`src/rtl/mmio_router.sv`:
```
// mmio_router: data-side bus router between the core data port, block memory,
// a secondary memory master and NUM_CH MMIO peripheral channels. Each channel owns
// a 256-byte window inside the MMIO page and is driven through a req/ack handshake
// with timeout, stalling the core via mem_hold.
// Optional feature macro: MMIO_ROUTER_STATUS_EN adds a status register at MMIO page
// offset 0x0F0 (timeout count, last timed-out channel, err); writing it clears them.
module mmio_router #(
   parameter int unsigned NUM_CH      = 4,
   parameter logic [19:0] MMIO_BASE   = 20'haaaaa,
   parameter logic [3:0]  CH_BASE_NIB = 4'h4,
   parameter int unsigned TIMEOUT     = 64,
   parameter logic [31:0] ERR_DATA    = 32'hDEADBEEF
) (
   input  logic                   clk,
   input  logic                   Rst,
   input  logic                   mem_rea,
   input  logic                   mem_wea,
   input  logic [31:0]            mem_addr,
   input  logic [31:0]            mem_din,
   input  logic [3:0]             mem_en,
   output logic [31:0]            mem_dout,
   output logic                   mem_hold,
   output logic                   blk_en,
   output logic [3:0]             blk_wen,
   output logic [31:0]            blk_addr,
   output logic [31:0]            blk_din,
   input  logic [31:0]            blk_dout,
   input  logic                   sm_rd,
   input  logic                   sm_wr,
   input  logic [31:0]            sm_addr,
   input  logic [31:0]            sm_din,
   output logic [31:0]            sm_dout,
   output logic                   sm_rdy,
   output logic [NUM_CH-1:0]      ch_req,
   output logic                   ch_we,
   output logic [7:0]             ch_addr,
   output logic [31:0]            ch_wdata,
   input  logic [32*NUM_CH-1:0]   ch_rdata,
   input  logic [NUM_CH-1:0]      ch_ack,
   output logic                   err
);

   localparam int unsigned   CW       = $clog2(TIMEOUT);
   localparam logic [CW-1:0] CNT_LAST = CW'(TIMEOUT - 1);

   typedef enum logic [1:0] {StIdle, StWait, StDone} state_t;
   typedef enum logic [1:0] {SelMem, SelCh, SelZero} sel_t;

   state_t            state_q, state_d;
   sel_t              sel_q;
   logic [CW-1:0]     cnt_q;
   logic [31:0]       rdata_q;

   logic              access, is_mmio, is_mem, ch_hit, core_mem;
   logic [3:0]        idx;
   logic [NUM_CH-1:0] idx_onehot;
   logic              ack_hit, expire;
   logic [31:0]       rdata_sel;

`ifdef MMIO_ROUTER_STATUS_EN
   logic              status_hit;
   logic [15:0]       tocount_q;
   logic [3:0]        last_ch_q, idx_q;
   logic [31:0]       status_word;

   assign status_hit  = is_mmio && (mem_addr[11:0] == 12'h0F0);
   assign status_word = {tocount_q, 8'h0, last_ch_q, 3'b0, err};
`endif

   assign access   = mem_rea | mem_wea;
   assign is_mmio  = mem_addr[31:12] == MMIO_BASE;
   assign is_mem   = mem_addr[31:30] == 2'b00;
   assign idx      = mem_addr[11:8] - CH_BASE_NIB;
   assign ch_hit   = is_mmio && (32'(idx) < NUM_CH);
   assign core_mem = access && is_mem;
   assign expire   = cnt_q == CNT_LAST;

   // Channel decode, plus ack/read-data selection keyed off the live one-hot request
   always_comb begin
      idx_onehot = '0;
      rdata_sel  = '0;
      for (int i = 0; i < NUM_CH; i++) begin
         idx_onehot[i] = (idx == 4'(i));
         if (ch_req[i]) rdata_sel = ch_rdata[32*i +: 32];
      end
      ack_hit = |(ch_ack & ch_req);
   end

   // FSM state register
   always_ff @(posedge clk or posedge Rst) begin
      if (Rst) state_q <= StIdle;
      else     state_q <= state_d;
   end

   // FSM next-state logic
   always_comb begin
      state_d = state_q;
      unique case (state_q)
         StIdle:  if (access && ch_hit) state_d = StWait;
         StWait:  if (ack_hit || expire) state_d = StDone;
         StDone:  state_d = StIdle;
         default: state_d = StIdle;
      endcase
   end

   // Outputs: core stall, response mux and block-memory arbitration (core wins)
   always_comb begin
      mem_hold = 1'b0;
      if (!Rst) mem_hold = (state_q == StWait) || (state_q == StIdle && access && ch_hit);

      mem_dout = '0;
      unique case (sel_q)
         SelMem:  mem_dout = blk_dout;
         SelCh:   mem_dout = rdata_q;
         default: mem_dout = '0;
      endcase

      sm_rdy   = !Rst && !core_mem;
      sm_dout  = blk_dout;
      blk_en   = 1'b0;
      blk_wen  = 4'h0;
      blk_addr = '0;
      blk_din  = '0;
      if (core_mem) begin
         blk_en   = 1'b1;
         blk_wen  = mem_wea ? mem_en : 4'h0;
         blk_addr = mem_addr;
         blk_din  = mem_din;
      end else if (sm_rdy && (sm_rd || sm_wr)) begin
         blk_en   = 1'b1;
         blk_wen  = sm_wr ? 4'hF : 4'h0;
         blk_addr = sm_addr;
         blk_din  = sm_din;
      end
   end

   // Channel request, timeout counter, response capture and sticky error
   always_ff @(posedge clk or posedge Rst) begin
      if (Rst) begin
         ch_req    <= '0;
         ch_we     <= 1'b0;
         ch_addr   <= '0;
         ch_wdata  <= '0;
         err       <= 1'b0;
         rdata_q   <= '0;
         cnt_q     <= '0;
         sel_q     <= SelMem;
`ifdef MMIO_ROUTER_STATUS_EN
         tocount_q <= '0;
         last_ch_q <= '0;
         idx_q     <= '0;
`endif
      end else begin
         unique case (state_q)
            StIdle: begin
               cnt_q <= '0;
               if (access && ch_hit) begin
                  ch_req   <= idx_onehot;
                  ch_we    <= mem_wea;
                  ch_addr  <= mem_addr[7:0];
                  ch_wdata <= mem_din;
                  sel_q    <= SelCh;
`ifdef MMIO_ROUTER_STATUS_EN
                  idx_q    <= idx;
`endif
               end else if (mem_rea && is_mem) begin
                  sel_q <= SelMem;
`ifdef MMIO_ROUTER_STATUS_EN
               end else if (mem_rea && status_hit) begin
                  rdata_q <= status_word;
                  sel_q   <= SelCh;
               end else if (mem_wea && status_hit) begin
                  err       <= 1'b0;
                  tocount_q <= '0;
                  last_ch_q <= '0;
                  sel_q     <= SelZero;
`endif
               end else begin
                  sel_q <= SelZero;
               end
            end
            StWait: begin
               cnt_q <= cnt_q + 1'b1;
               // An ack landing on the expiry cycle still counts as success
               if (ack_hit) begin
                  rdata_q <= rdata_sel;
                  ch_req  <= '0;
               end else if (expire) begin
                  rdata_q <= ERR_DATA;
                  err     <= 1'b1;
                  ch_req  <= '0;
`ifdef MMIO_ROUTER_STATUS_EN
                  tocount_q <= (tocount_q == 16'hFFFF) ? tocount_q : tocount_q + 16'd1;
                  last_ch_q <= idx_q;
`endif
               end
            end
            default: ;
         endcase
      end
   end

endmodule
```
`config.mk`:
```
export PLATFORM = sky130hd
export DESIGN_NAME = mmio_router
export DESIGN_NICKNAME = d
export VERILOG_FILES = /design/src/rtl/mmio_router.sv
export SDC_FILE = /design/constraint.sdc
export NUM_CORES = 1
export LEC_CHECK = 0
export ABC_AREA = 1
export BUFFER_PORTS_ARGS = -buffer_cell sky130_fd_sc_hd__buf_2
export CAP_MARGIN = 40
export CORE_AREA = 2 2 186 188
export DETAILED_ROUTE_END_ITERATION = 10
export DIE_AREA = 0 0 188 190
export GPL_ROUTABILITY_DRIVEN = 0
export GPL_TIMING_DRIVEN = 0
export PLACE_DENSITY_LB_ADDON = 0.15
export SETUP_SLACK_MARGIN = 0.5
export SYNTH_ARGS = -nofsm -noshare
export SYNTH_HDL_FRONTEND = slang
export SYNTH_SLANG_ARGS = --single-unit
```
`constraint.sdc`:
```
create_clock -name clk -period 2.6 [get_ports clk]
set_input_delay 0.13 -clock clk [delete_from_list [all_inputs] [get_ports clk]]
set_output_delay 0.13 -clock clk [all_outputs]
set_load 0.02 [all_outputs]
```
# Word-level counts from Yosys, hierarchy flattened
# Cells that the tools add are included.
# word_totals
word_cells	78
out_inout_bits	181
in_bits	302
register_bits	88
# op_classes
add_sub_neg	2
bitwise_logic	3
magnitude_cmp	1
n_eq_ne	10
mux	28
n_reduce_logical	25
# ops
cell	count
32-bit two-way mux	10
32-bit one-hot mux with 2 select lines	1
4-bit two-way mux	7
20-bit equality test (second input constant)	1
6-bit one-hot mux with 2 select lines	1
4-bit by 2-bit equality test with 1-bit output (second input constant)	2
1-bit logical AND	8
2-bit two-way mux	4
4-bit one-hot mux with 2 select lines	1
6-bit by 1-bit adder with 6-bit output (second input constant)	1
6-bit equality test (second input constant)	1
2-bit logical NOT	3
2-bit AND reduction	3
3-bit AND reduction	2
4-bit AND	1
2-bit by 1-bit equality test with 1-bit output (second input constant)	2
4-bit by 1-bit equality test with 1-bit output (second input constant)	1
4-bit logical NOT	1
4-bit by 3-bit less-than comparator with 1-bit output (second input constant)	1
2-bit inequality test (second input constant)	2
2-bit one-hot mux with 2 select lines	1
2-bit nonzero test	2
4-bit OR reduction	1
4-bit by 3-bit subtractor with 4-bit output (second input constant)	1
other kinds (6)	11

# Logic depth before layout (Yosys ltp)
# Gate-level depths: netlist (run 1).
# depth
depth_word	7
ltp_mapped	10
depth_no_buf	10

# Worst setup path before layout (run 1)
# No wires, ideal clock.
# synth_timing
path_type	input to output
startpoint	input port Rst
endpoint	output port blk_addr[0]
path_stages	7
t_arrival_ns	3.193
t_required_ns	2.470
n_path_buf	2
path_slack_ns	-0.723
path_cell_list	inv_1 -> nand2_1 -> inv_2 -> o21ai_2 -> buf_6 -> buf_6 -> o21ai_0
# synth_between
elab_chain_cells	5
# synth_rtl
element	line_no	text
start: declaration	15	input logic Rst,
1-bit logical NOT (no source line)	n/a	
1-bit logical AND	118	sm_rdy = !Rst && !core_mem;
named net sm_rdy	33	output logic sm_rdy,
1-bit logical AND	129	end else if (sm_rdy && (sm_rd || sm_wr)) begin
32-bit two-way mux	129	
32-bit two-way mux	124	if (core_mem) begin
end: declaration	25	output logic [31:0] blk_addr,
# The timed path passes the listed nets, and every way through them passes these cells.

# Worst setup path after layout (run 1)
# layout_timing
startpoint	register sel_q[0]
endpoint	output port mem_dout[1]
# layout_between
elab_chain_cells	2
elab_cells_between_ends	3
cone_classes	eq/ne: 1; mux: 1; reduce/logical: 1
# layout_rtl
element	line_no	text
start: declaration	50	sel_t sel_q;
start signal: assignment	147	sel_q <= SelMem;
start signal: assignment	162	sel_q <= SelCh;
start signal: assignment	167	sel_q <= SelMem;
2-bit by 1-bit equality test with 1-bit output or 2-bit logical NOT (tied branches)	112	unique case (sel_q)
32-bit one-hot mux with 2 select lines (*)	112	
end: declaration	21	output logic [31:0] mem_dout,
# Every way passes the cells marked *; elsewhere a longest branch is shown, timed or not.

==> flow_metrics.py, run 1 <==
metrics = {
    "cells_and_area": {
        "nFillCells": 3829,
        "syn2layout_area_growth_pct": 55.46,
        "layout-drive-gt1-share_pct": 43.93,
        "final_cell_area_sq_um": 10300,
        "nNetsFinal": 1821,
    },
    "detailed_routing": {
        "routed_wl_mm": 38.11,
        "dr.pass1.iters": 5,
        "detail-route-antenna-nets": 0,
        "drc": 0,
        "avgViaCountPerCell": 4.438,
        "vias": 8791,
        "first_iter_violations": 387,
        "wl_per_cell_um": 19.24,
    },
    "timing": {
        "hold_viol_final": 0,
        "maxSlewHeadroom_pct": 51.45,
        "fin_skew_ns": 0.01425,
        "fmax_mhz": 503.4,
        "timing.setup.tns_ns": 0,
        "worst_slew_pin_slew_ns": 0.7283,
        "rsz0062_at_grt": "no",
        "fin_crit_ns": 1.987,
        "finalCritPeriodShare_pct": 76.41,
        "whs_ns": 0.03868,
        "finalSetupViolations": 0,
        "fin_ws_ns": 0.6134,
        "drv_slew": 0,
    },
    "worst_setup_path": {
        "cp_max_fo": 10,
        "path_class": "flop to primary output",
        "critPathCaptureType": "primary output",
        "r2r_start": "ch_req[1]$_DFFE_PP0P_",
        "max_stage_delay_ns": 0.36,
        "cpMaxStageDelayCell": "dfrtp_1",
        "ff2ff_setup_slack_ns": 0.71,
        "crit_required_ns": 2.47,
        "crit_chain": "clkbuf_2 -> inv_1 -> clkbuf_4 -> nand3_1 -> o21ai_0 -> buf_2",
        "cp-start-kind": "flop",
        "arrival_ns": 1.86,
        "crit_start": "sel_q[0]$_DFFE_PP0N_",
    },
    "die": {
        "ios": 483,
        "die_area_sq_um": 35720,
        "core-area_sq_um": 33950,
        "die_x_um": 188,
        "row_count": 68,
        "die_h_um": 190,
        "start_util_pct": 19.52,
    },
    "logic_synthesis": {
        "synth_fp_nets": 1318,
        "synth_cell_type_count": 33,
        "synthMuxAreaShare_pct": 0,
        "synth_ff_type": "dfrtp_1",
        "synth_top_area_cell": "dfrtp_1",
        "synth_area_sq_um": 6628,
        "synthTopCellsByCount": "nand2_1 (276), nand3_1 (126), o21ai_0 (119)",
        "synth-xor-area-share_pct": 0.1322,
        "syn_inst": 1015,
        "synth-simple-area-share_pct": 33.40,
        "synth_top_family_by_area": "simple AND/OR/NAND/NOR gates",
        "synth_compound_area_share_pct": 16.93,
        "synthAdderAreaFrac_pct": 0.1888,
        "synth_area_leaders": "dfrtp_1 (33%), nand2_1 (16%), nand3_1 (9.5%)",
        "yosysMostFrequentCell": "nand2_1",
        "synth_edf_count": 0,
        "async_reset_ff_share_pct": 100.0,
        "synth_top_area_share_pct": 33.23,
        "synth-warning-count": 0,
        "ys_seq_area_share_pct": 33.23,
        "syn_avg_cell_area_sq_um": 6.530,
        "ys_ff_latch": 88,
    },
    "clock_network": {
        "cts.sinks": 88,
        "clk_latency_ns": 0.35,
        "clockRootBuffer": "clkbuf_16",
        "cts-buffers-inserted": 9,
        "htreeDepth": 3,
        "cts_tree": "yes",
        "cts_setup_buffers": 0,
        "cts.clk_slew.worst_paths_ns": 0.08,
        "cts_max_path_buffers": 2,
    },
    "placement": {
        "portBuffers": 482,
        "dpl.hpwl_mm": 31.59,
        "place_area_sq_um": 9913,
        "pre_cts_slack_ns": 0.4063,
    },
    "power_and_ir_drop": {
        "power_leakage_nw": 5.928,
        "total_power_w": 0.003617,
        "ir_drop_mv": 0.3238,
        "p_per_area_nw_per_um2": 351.0,
    },
    "global_route": {
        "overflow": 0,
        "grt_util_all_layers_pct": 20.77,
        "first_global_vias": 8902,
        "grt_max_degree": 24,
        "grt_pass1_wl_mm": 55.57,
        "antenna_found_initial": 5,
    },
    "worst_hold_path": {
        "worstHoldStart": "mem_din[29]",
        "min_path_type": "input pin to flop",
    },
    "job": {
        "maxCapViolCount": 0,
    },
    "status": {
        "status": "finished, final reports clean",
    },
}
metrics by stage:
stage | std cells | utilization (%)
4_1_cts | 1977 | 30.26
3_5_place_dp | 1955 | 29.20
3_3_place_gp | 1952 | 29.00
2_1_floorplan | 1015 | -
6_report | 1981 | 30.35
5_1_grt | 1980 | 30.34
sequential cells by signal, summed over array words and instances (netlist names):
signal / cells
ch_wdata: 32
ch_addr: 8
err: 1
ch_we: 1
cnt_q: 6
state_q: 2
ch_req: 4
rdata_q: 32
sel_q: 2
cell type report:
class	count	area (sq um)	area share, %
Multi-Input combinational cell	709	3585	34.79
Clock inverter	5	37.54	0.3643
Clock buffer	11	242.7	2.356
Timing Repair Buffer	491	2555	24.80
Buffer	109	673.1	6.533
Antenna cell	3	7.507	0.07286
Inverter	109	426.7	4.141
Tap cell	455	569.3	5.525
Sequential cell	88	2202	21.37
Timing Repair inverter	1	5.005	0.04857
cells by family (layout without fill, tap and decap cells):
logic type               after synthesis  count (layout)
buffers and inverters                218             726
flip-flops                            88              88
adder cells (fa/ha/maj)                1               1
other                                  0               3
AO/OA/AOI/OAI                        209             209
XOR/XNOR                               1               1
AND/OR/NAND/NOR                      498             498
worst max-delay path, delay by kind of cell (launching register included):
| family | cells | cell delay (ns) |
|---|---|---|
| AO/OA/AOI/OAI | 1 | 0.12 |
| buffers and inverters | 4 | 0.94 |
| flip-flops | 1 | 0.36 |
| AND/OR/NAND/NOR | 1 | 0.09 |
where the power goes:
part | internal [W] | switching, W
Sequential | 0.00137 | 0.000000172
Clock | 0.000683 | 0.000631
Combinational | 0.000380 | 0.000554
Total | 0.00243 | 0.00119
final timing paths:
kind / endpoint / depth (start not counted)
worst max-delay path: mem_dout[1] / 6
worst min-delay path: ch_wdata[29]$_DFFE_PP0P_ / 3
worst max register to register: rdata_q[14]$_DFFE_PP0P_ / 8
worst min register to register: err$_DFFE_PP0P_ / 1
max in group asynchronous: rdata_q[21]$_DFFE_PP0P_ / 5
min in group asynchronous: ch_addr[6]$_DFFE_PP0P_ / 4
what timing repair did:
action,in CTS,in global routing
endpoints found under the hold margin,18,0
gates resized for setup,10,5
hold buffers,5,0
setup endpoints to repair,82,6
cloned,1,0
pin swaps,0,0
placed cells by master, fill, tap and decap left out, types with 5 or more instances in the layout:
master     count
o21ai_0       69
inv_1        103
nand3_1      126
clkbuf_16      9
clkbuf_2       5
buf_6         10
buf_2        508
nand2_1      271
clkbuf_1      29
nand2_2       12
a22oi_1        8
dfrtp_1       88
o21ai_2       52
buf_4         38
nor2_1        31
nand4_1       42
o211ai_1       9
a21oi_1       58
per-layer routing:
layer,share of wire [%],track usage (%),vias up,wire (um)
li1,-,-,4331,-
met1,39,22.89,4048,14890
met2,52,38.96,364,19630
met3,7.0,5.589,46,2675
met4,2.4,5.784,2,897
met5,0.034,0,-,13
No activity file was read; power rests on OpenSTA's default activity.
==> run 2: changes to the inputs <==
Settings changed: CORE_AREA 2 2 186 188 to 2 2 188 190, DIE_AREA 0 0 188 190 to 0 0 190 192.
Clock period 2.6 ns to 2.03 ns, I/O delays scaled along.
==> flow_metrics.py, run 2 (synthesized netlist as in run 1, its figures left out) <==
metrics = {
    "worst_setup_path": {
        "cp_max_fo": 10,
        "crit_top_cell": "o21ai_0",
        "critPathCaptureType": "flop",
        "path_class": "flop to flop",
        "r2r_cells": 7,
        "crit_required_ns": 2.31,
        "cp-start-kind": "flop",
        "arrival_ns": 1.98,
        "cpMaxStageDelayCell": "dfrtp_1",
        "crit_chain": "buf_6 -> inv_1 -> clkbuf_2 -> o21ai_0 -> a21oi_1 -> o21ai_0 -> nand2_1",
        "max_stage_delay_ns": 0.39,
    },
    "global_route": {
        "overflow": 0,
        "grt_pass1_wl_mm": 58.50,
        "grt_util_all_layers_pct": 21.72,
        "first_global_vias": 9511,
        "antenna_found_initial": 6,
        "grt_max_degree": 35,
    },
    "power_and_ir_drop": {
        "power_leakage_nw": 6.556,
        "p_per_area_nw_per_um2": 400.0,
        "total_power_w": 0.004886,
        "ir_drop_mv": 0.2912,
    },
    "timing": {
        "maxSlewHeadroom_pct": 47.01,
        "drv_slew": 0,
        "hold_viol_final": 0,
        "finalSetupViolations": 0,
        "fin_skew_ns": 0.01237,
        "rsz0062_at_grt": "yes",
        "fin_crit_ns": 1.694,
        "finalCritPeriodShare_pct": 83.45,
        "fmax_mhz": 590.3,
        "worst_slew_pin_slew_ns": 0.7906,
    },
    "detailed_routing": {
        "first_iter_violations": 328,
        "vias": 9123,
        "routed_wl_mm": 40.97,
        "drc": 0,
        "avgViaCountPerCell": 4.490,
        "detail-route-antenna-nets": 0,
        "wl_per_cell_um": 20.16,
        "dr.pass1.iters": 5,
    },
    "job": {
        "maxCapViolCount": 0,
    },
    "placement": {
        "portBuffers": 482,
        "place_area_sq_um": 9886,
        "dpl.hpwl_mm": 32.31,
    },
    "clock_network": {
        "cts_max_path_buffers": 2,
        "cts-buffers-inserted": 9,
        "clk_latency_ns": 0.35,
        "cts_tree": "yes",
        "cts.sinks": 88,
        "htreeDepth": 3,
        "clockRootBuffer": "clkbuf_16",
        "cts.clk_slew.worst_paths_ns": 0.08,
    },
    "cells_and_area": {
        "multiInputGateArea_sq_um": 4313,
        "final_cell_area_sq_um": 12210,
        "final_cell_mix": "buf_2 (443), nand2_1 (197), inv_1 (99), nand3_1 (87), dfrtp_1 (87)",
        "largestRegisters": "ch_wdata (32), rdata_q (32), ch_addr (8)",
        "nNetsFinal": 1870,
        "nFillCells": 3751,
        "final_common_cell": "buf_2",
        "syn2layout_area_growth_pct": 84.27,
        "layout-drive-gt1-share_pct": 55.28,
        "seqCellArea_sq_um": 2203,
    },
    "die": {
        "die_area_sq_um": 36480,
        "start_util_pct": 19.33,
        "core-area_sq_um": 34290,
        "row_count": 68,
        "ios": 483,
        "die_x_um": 190,
        "die_h_um": 192,
    },
    "worst_hold_path": {
        "min_path_type": "input pin to flop",
        "min_path_cells": 3,
    },
    "status": {
        "status": "finished, final reports clean",
    },
}
## run 2: worst max-delay path: cells and delay by family, from the launching register on
kind | cells | cell delay, ns
and+or+nand+nor | 1 | 0.09
DFF | 1 | 0.39
AOI/OAI and AO/OA | 3 | 0.55
buffers and inverters | 3 | 0.62
## run 2: path summary, 6_finish.rpt
path,slack [ns],endpoint,start
setup / recovery,0.34,rdata_q[7]$_DFFE_PP0P_,ch_req[2]$_DFFE_PP0P_
hold / removal,0.02,ch_wdata[9]$_DFFE_PP0P_,mem_din[9]
setup reg to reg,0.34,rdata_q[7]$_DFFE_PP0P_,ch_req[2]$_DFFE_PP0P_
hold reg to reg,0.47,ch_wdata[8]$_DFFE_PP0P_,ch_wdata[8]$_DFFE_PP0P_
max in group asynchronous,1.12,ch_addr[0]$_DFFE_PP0P_,Rst
min in group asynchronous,0.05,cnt_q[5]$_DFFE_PP0P_,Rst
## run 2: layout make-up
class / count / area share [%]
Timing Repair Buffer: 539 / 28.21
Clock inverter: 6 / 0.5532
Timing Repair inverter: 1 / 0.04098
Clock buffer: 10 / 1.875
Multi-Input combinational cell: 710 / 35.31
Inverter: 109 / 3.637
Tap cell: 455 / 4.661
Buffer: 109 / 7.561
Sequential cell: 88 / 18.04
Antenna cell: 5 / 0.1024
## run 2: report_power, final
part / switching (W) / total (W) / internal (W)
clock network: 0.000804 / 0.00177 / 0.000967
logic: 0.000769 / 0.00136 / 0.000593
registers: 0.000000299 / 0.00175 / 0.00175
total: 0.00157 / 0.00489 / 0.00331
## run 2: routing by layer
metal	track usage (%)	vias up	routed length [um]
met1	22.82	4248	15100
met2	41.96	385	21720
met5	0	-	33
met3	5.427	55	2949
li1	-	4429	-
met4	7.096	6	1168
## run 2: what timing repair did
item,in CTS,in global routing
endpoints found under the setup margin,180,111
hold buffers,2,0
endpoints found under the hold margin,13,0
setup buffers,40,2
gates cloned,12,1
gates resized for setup,298,101
pin swaps,53,31
## run 2: metrics by stage
step / hold slack, ns / utilization, % / instances / worst slack [ns] / setup TNS (ns)
2_1_floorplan: 0.2501 / - / 1015 / -0.2580 / -16.15
3_3_place_gp: 0.3698 / 28.71 / 1952 / -1.538 / -99.45
3_5_place_dp: 0.2699 / 28.83 / 1954 / -0.3557 / -16.02
4_1_cts: 0.0004594 / 34.44 / 2024 / 0.3018 / 0
5_1_grt: 0.009601 / 35.60 / 2029 / 0.2534 / 0
6_report: 0.01793 / 35.62 / 2032 / 0.3360 / 0
==> run 3: changes to the inputs <==
Clock period 2.03 ns to 1.75 ns, I/O delays scaled along.
==> flow_metrics.py, run 3 (synthesized netlist as in run 1, its figures left out) <==
metrics = {
    "status": {
        "status": "finished, final reports clean",
    },
    "worst_setup_path": {
        "path_class": "flop to primary output",
        "r2r_cells": 9,
        "r2r_start": "cnt_q[1]$_DFFE_PP0P_",
        "worstSetupEndpoint": "mem_hold",
        "cp-start-kind": "flop",
        "ff2ff_setup_slack_ns": 0.12,
        "cp_max_fo": 3,
        "crit_required_ns": 1.66,
        "critPathCaptureType": "primary output",
        "r2r-end": "rdata_q[18]$_DFFE_PP0P_",
        "crit_start": "state_q[1]$_DFFE_PP0P_",
        "arrival_ns": 1.59,
    },
    "timing": {
        "fmax_mhz": 595.6,
        "drv_slew": 0,
        "finalSetupViolations": 0,
        "finalCritPeriodShare_pct": 95.95,
        "fin_crit_ns": 1.679,
        "fin_ws_ns": 0.07096,
        "whs_ns": 0.01846,
        "hold_viol_final": 0,
        "timing.setup.tns_ns": 0,
        "rsz0062_at_grt": "yes",
        "maxSlewHeadroom_pct": 56.25,
        "worst_slew_pin_slew_ns": 0.6512,
        "fin_skew_ns": 0.008269,
    },
    "global_route": {
        "grt_pass1_wl_mm": 57.04,
        "overflow": 0,
        "first_global_vias": 9194,
        "grt_max_degree": 36,
        "grt_util_all_layers_pct": 20.99,
        "antenna_found_initial": 2,
    },
    "cells_and_area": {
        "nNetsFinal": 1898,
        "largestRegisters": "ch_wdata (32), rdata_q (32), ch_addr (8)",
        "syn2layout_area_growth_pct": 99.92,
        "layout-drive-gt1-share_pct": 53.81,
        "nFillCells": 3637,
        "instances_no_fill": 2056,
        "final_common_cell": "buf_2",
        "final_cell_mix": "buf_2 (394), nand2_1 (230), buf_6 (119), inv_1 (97), dfrtp_1 (87)",
    },
    "die": {
        "core-area_sq_um": 34290,
        "start_util_pct": 19.33,
        "die_area_sq_um": 36480,
        "die_h_um": 192,
        "row_count": 68,
        "die_x_um": 190,
        "ios": 483,
    },
    "clock_network": {
        "cts.clk_slew.worst_paths_ns": 0.07,
        "cts.sinks": 88,
        "cts_tree": "yes",
        "htreeDepth": 3,
        "clockRootBuffer": "clkbuf_16",
        "cts-buffers-inserted": 9,
        "clk_latency_ns": 0.35,
        "cts_max_path_buffers": 2,
    },
    "placement": {
        "portBuffers": 482,
        "pre_cts_slack_ns": -0.4393,
        "dpl.hpwl_mm": 31.90,
        "dp.cells": 1954,
    },
    "detailed_routing": {
        "avgViaCountPerCell": 4.494,
        "routed_wl_mm": 41.09,
        "detail-route-antenna-nets": 0,
        "wl_per_cell_um": 19.99,
        "drc": 0,
        "first_iter_violations": 389,
        "vias": 9239,
        "dr.pass1.iters": 5,
    },
    "power_and_ir_drop": {
        "ir_drop_mv": 0.4248,
        "p_per_area_nw_per_um2": 469.3,
        "power_leakage_nw": 6.875,
    },
    "job": {
        "maxCapViolCount": 0,
    },
    "worst_hold_path": {
        "min_path_type": "input pin to asynchronous set/reset pin",
    },
}
[run 3: worst max-delay path, stage by stage, from the launching register on]
cell,delay [ns]
dfrtp_2,0.44
nor2_4,0.14
buf_8,0.12
nand4_1,0.19
a21oi_2,0.20
buf_4,0.15
[run 3: metrics by stage]
| step | power (W) | area (sq um) | utilization, % |
|---|---|---|---|
| floorplan | 0.002724 | 6923 | - |
| global placement | 0.003427 | 9905 | 28.89 |
| detailed placement | 0.003440 | 9945 | 29.00 |
| CTS | 0.006045 | 11810 | 34.44 |
| global route | 0.006498 | 13250 | 38.64 |
| finish | 0.006218 | 13250 | 38.64 |
[run 3: repair_timing]
| action | CTS | global route |
|---|---|---|
| hold buffers | 29 | 0 |
| setup buffers | 27 | 10 |
| cloned | 9 | 10 |
| endpoints found under the setup margin | 186 | 186 |
| gates resized for setup | 247 | 312 |
| pin swaps | 20 | 44 |
| endpoints found under the hold margin | 54 | 0 |
[run 3: how the worst min path moves through the flow]
stage | from | depth (start not counted) | slack, ns | end
detailed placement | Rst | 2 | 0.20 | err$_DFFE_PP0P_
CTS | mem_din[26] | 3 | 0.003 | ch_wdata[26]$_DFFE_PP0P_
global route | mem_din[13] | 3 | 0.007 | ch_wdata[13]$_DFFE_PP0P_
floorplan | Rst | 1 | 0.22 | mem_hold
global placement | mem_addr[2] | 3 | 0.36 | ch_addr[2]$_DFFE_PP0P_
finish | Rst | 4 | 0.02 | err$_DFFE_PP0P_
[run 3: layer usage]
metal / part of all wire [%] / vias to the layer above / routed length (um) / GRT usage, %
met1: 38 / 4329 / 15490 / 23.18
li1: - / 4485 / - / -
met5: 0.056 / - / 23 / 0
met2: 54 / 377 / 22020 / 40.38
met3: 6.6 / 44 / 2701 / 4.842
met4: 2.1 / 4 / 853 / 4.890
[run 3: area by class of cell]
| cell class | instances | area [sq um] | share of cell area, % |
|---|---|---|---|
| clock buffer | 9 | 225.2 | 1.700 |
| inverter | 109 | 454.2 | 3.428 |
| tap | 455 | 569.3 | 4.297 |
| clock inverter | 7 | 102.6 | 0.7743 |
| timing repair inverter | 1 | 5.005 | 0.03777 |
| timing repair buffer | 567 | 4123 | 31.11 |
| sequential | 88 | 2203 | 16.63 |
| buffer | 109 | 1018 | 7.687 |
| multi-input combinational | 710 | 4547 | 34.32 |
| antenna | 1 | 2.502 | 0.01889 |
[run 3: power breakdown]
part	internal (W)	switching, W	leakage (nW)
clock	0.00127	0.000955	0.162
sequential	0.00203	0.000000711	1.10
combinational	0.000954	0.00100	5.61
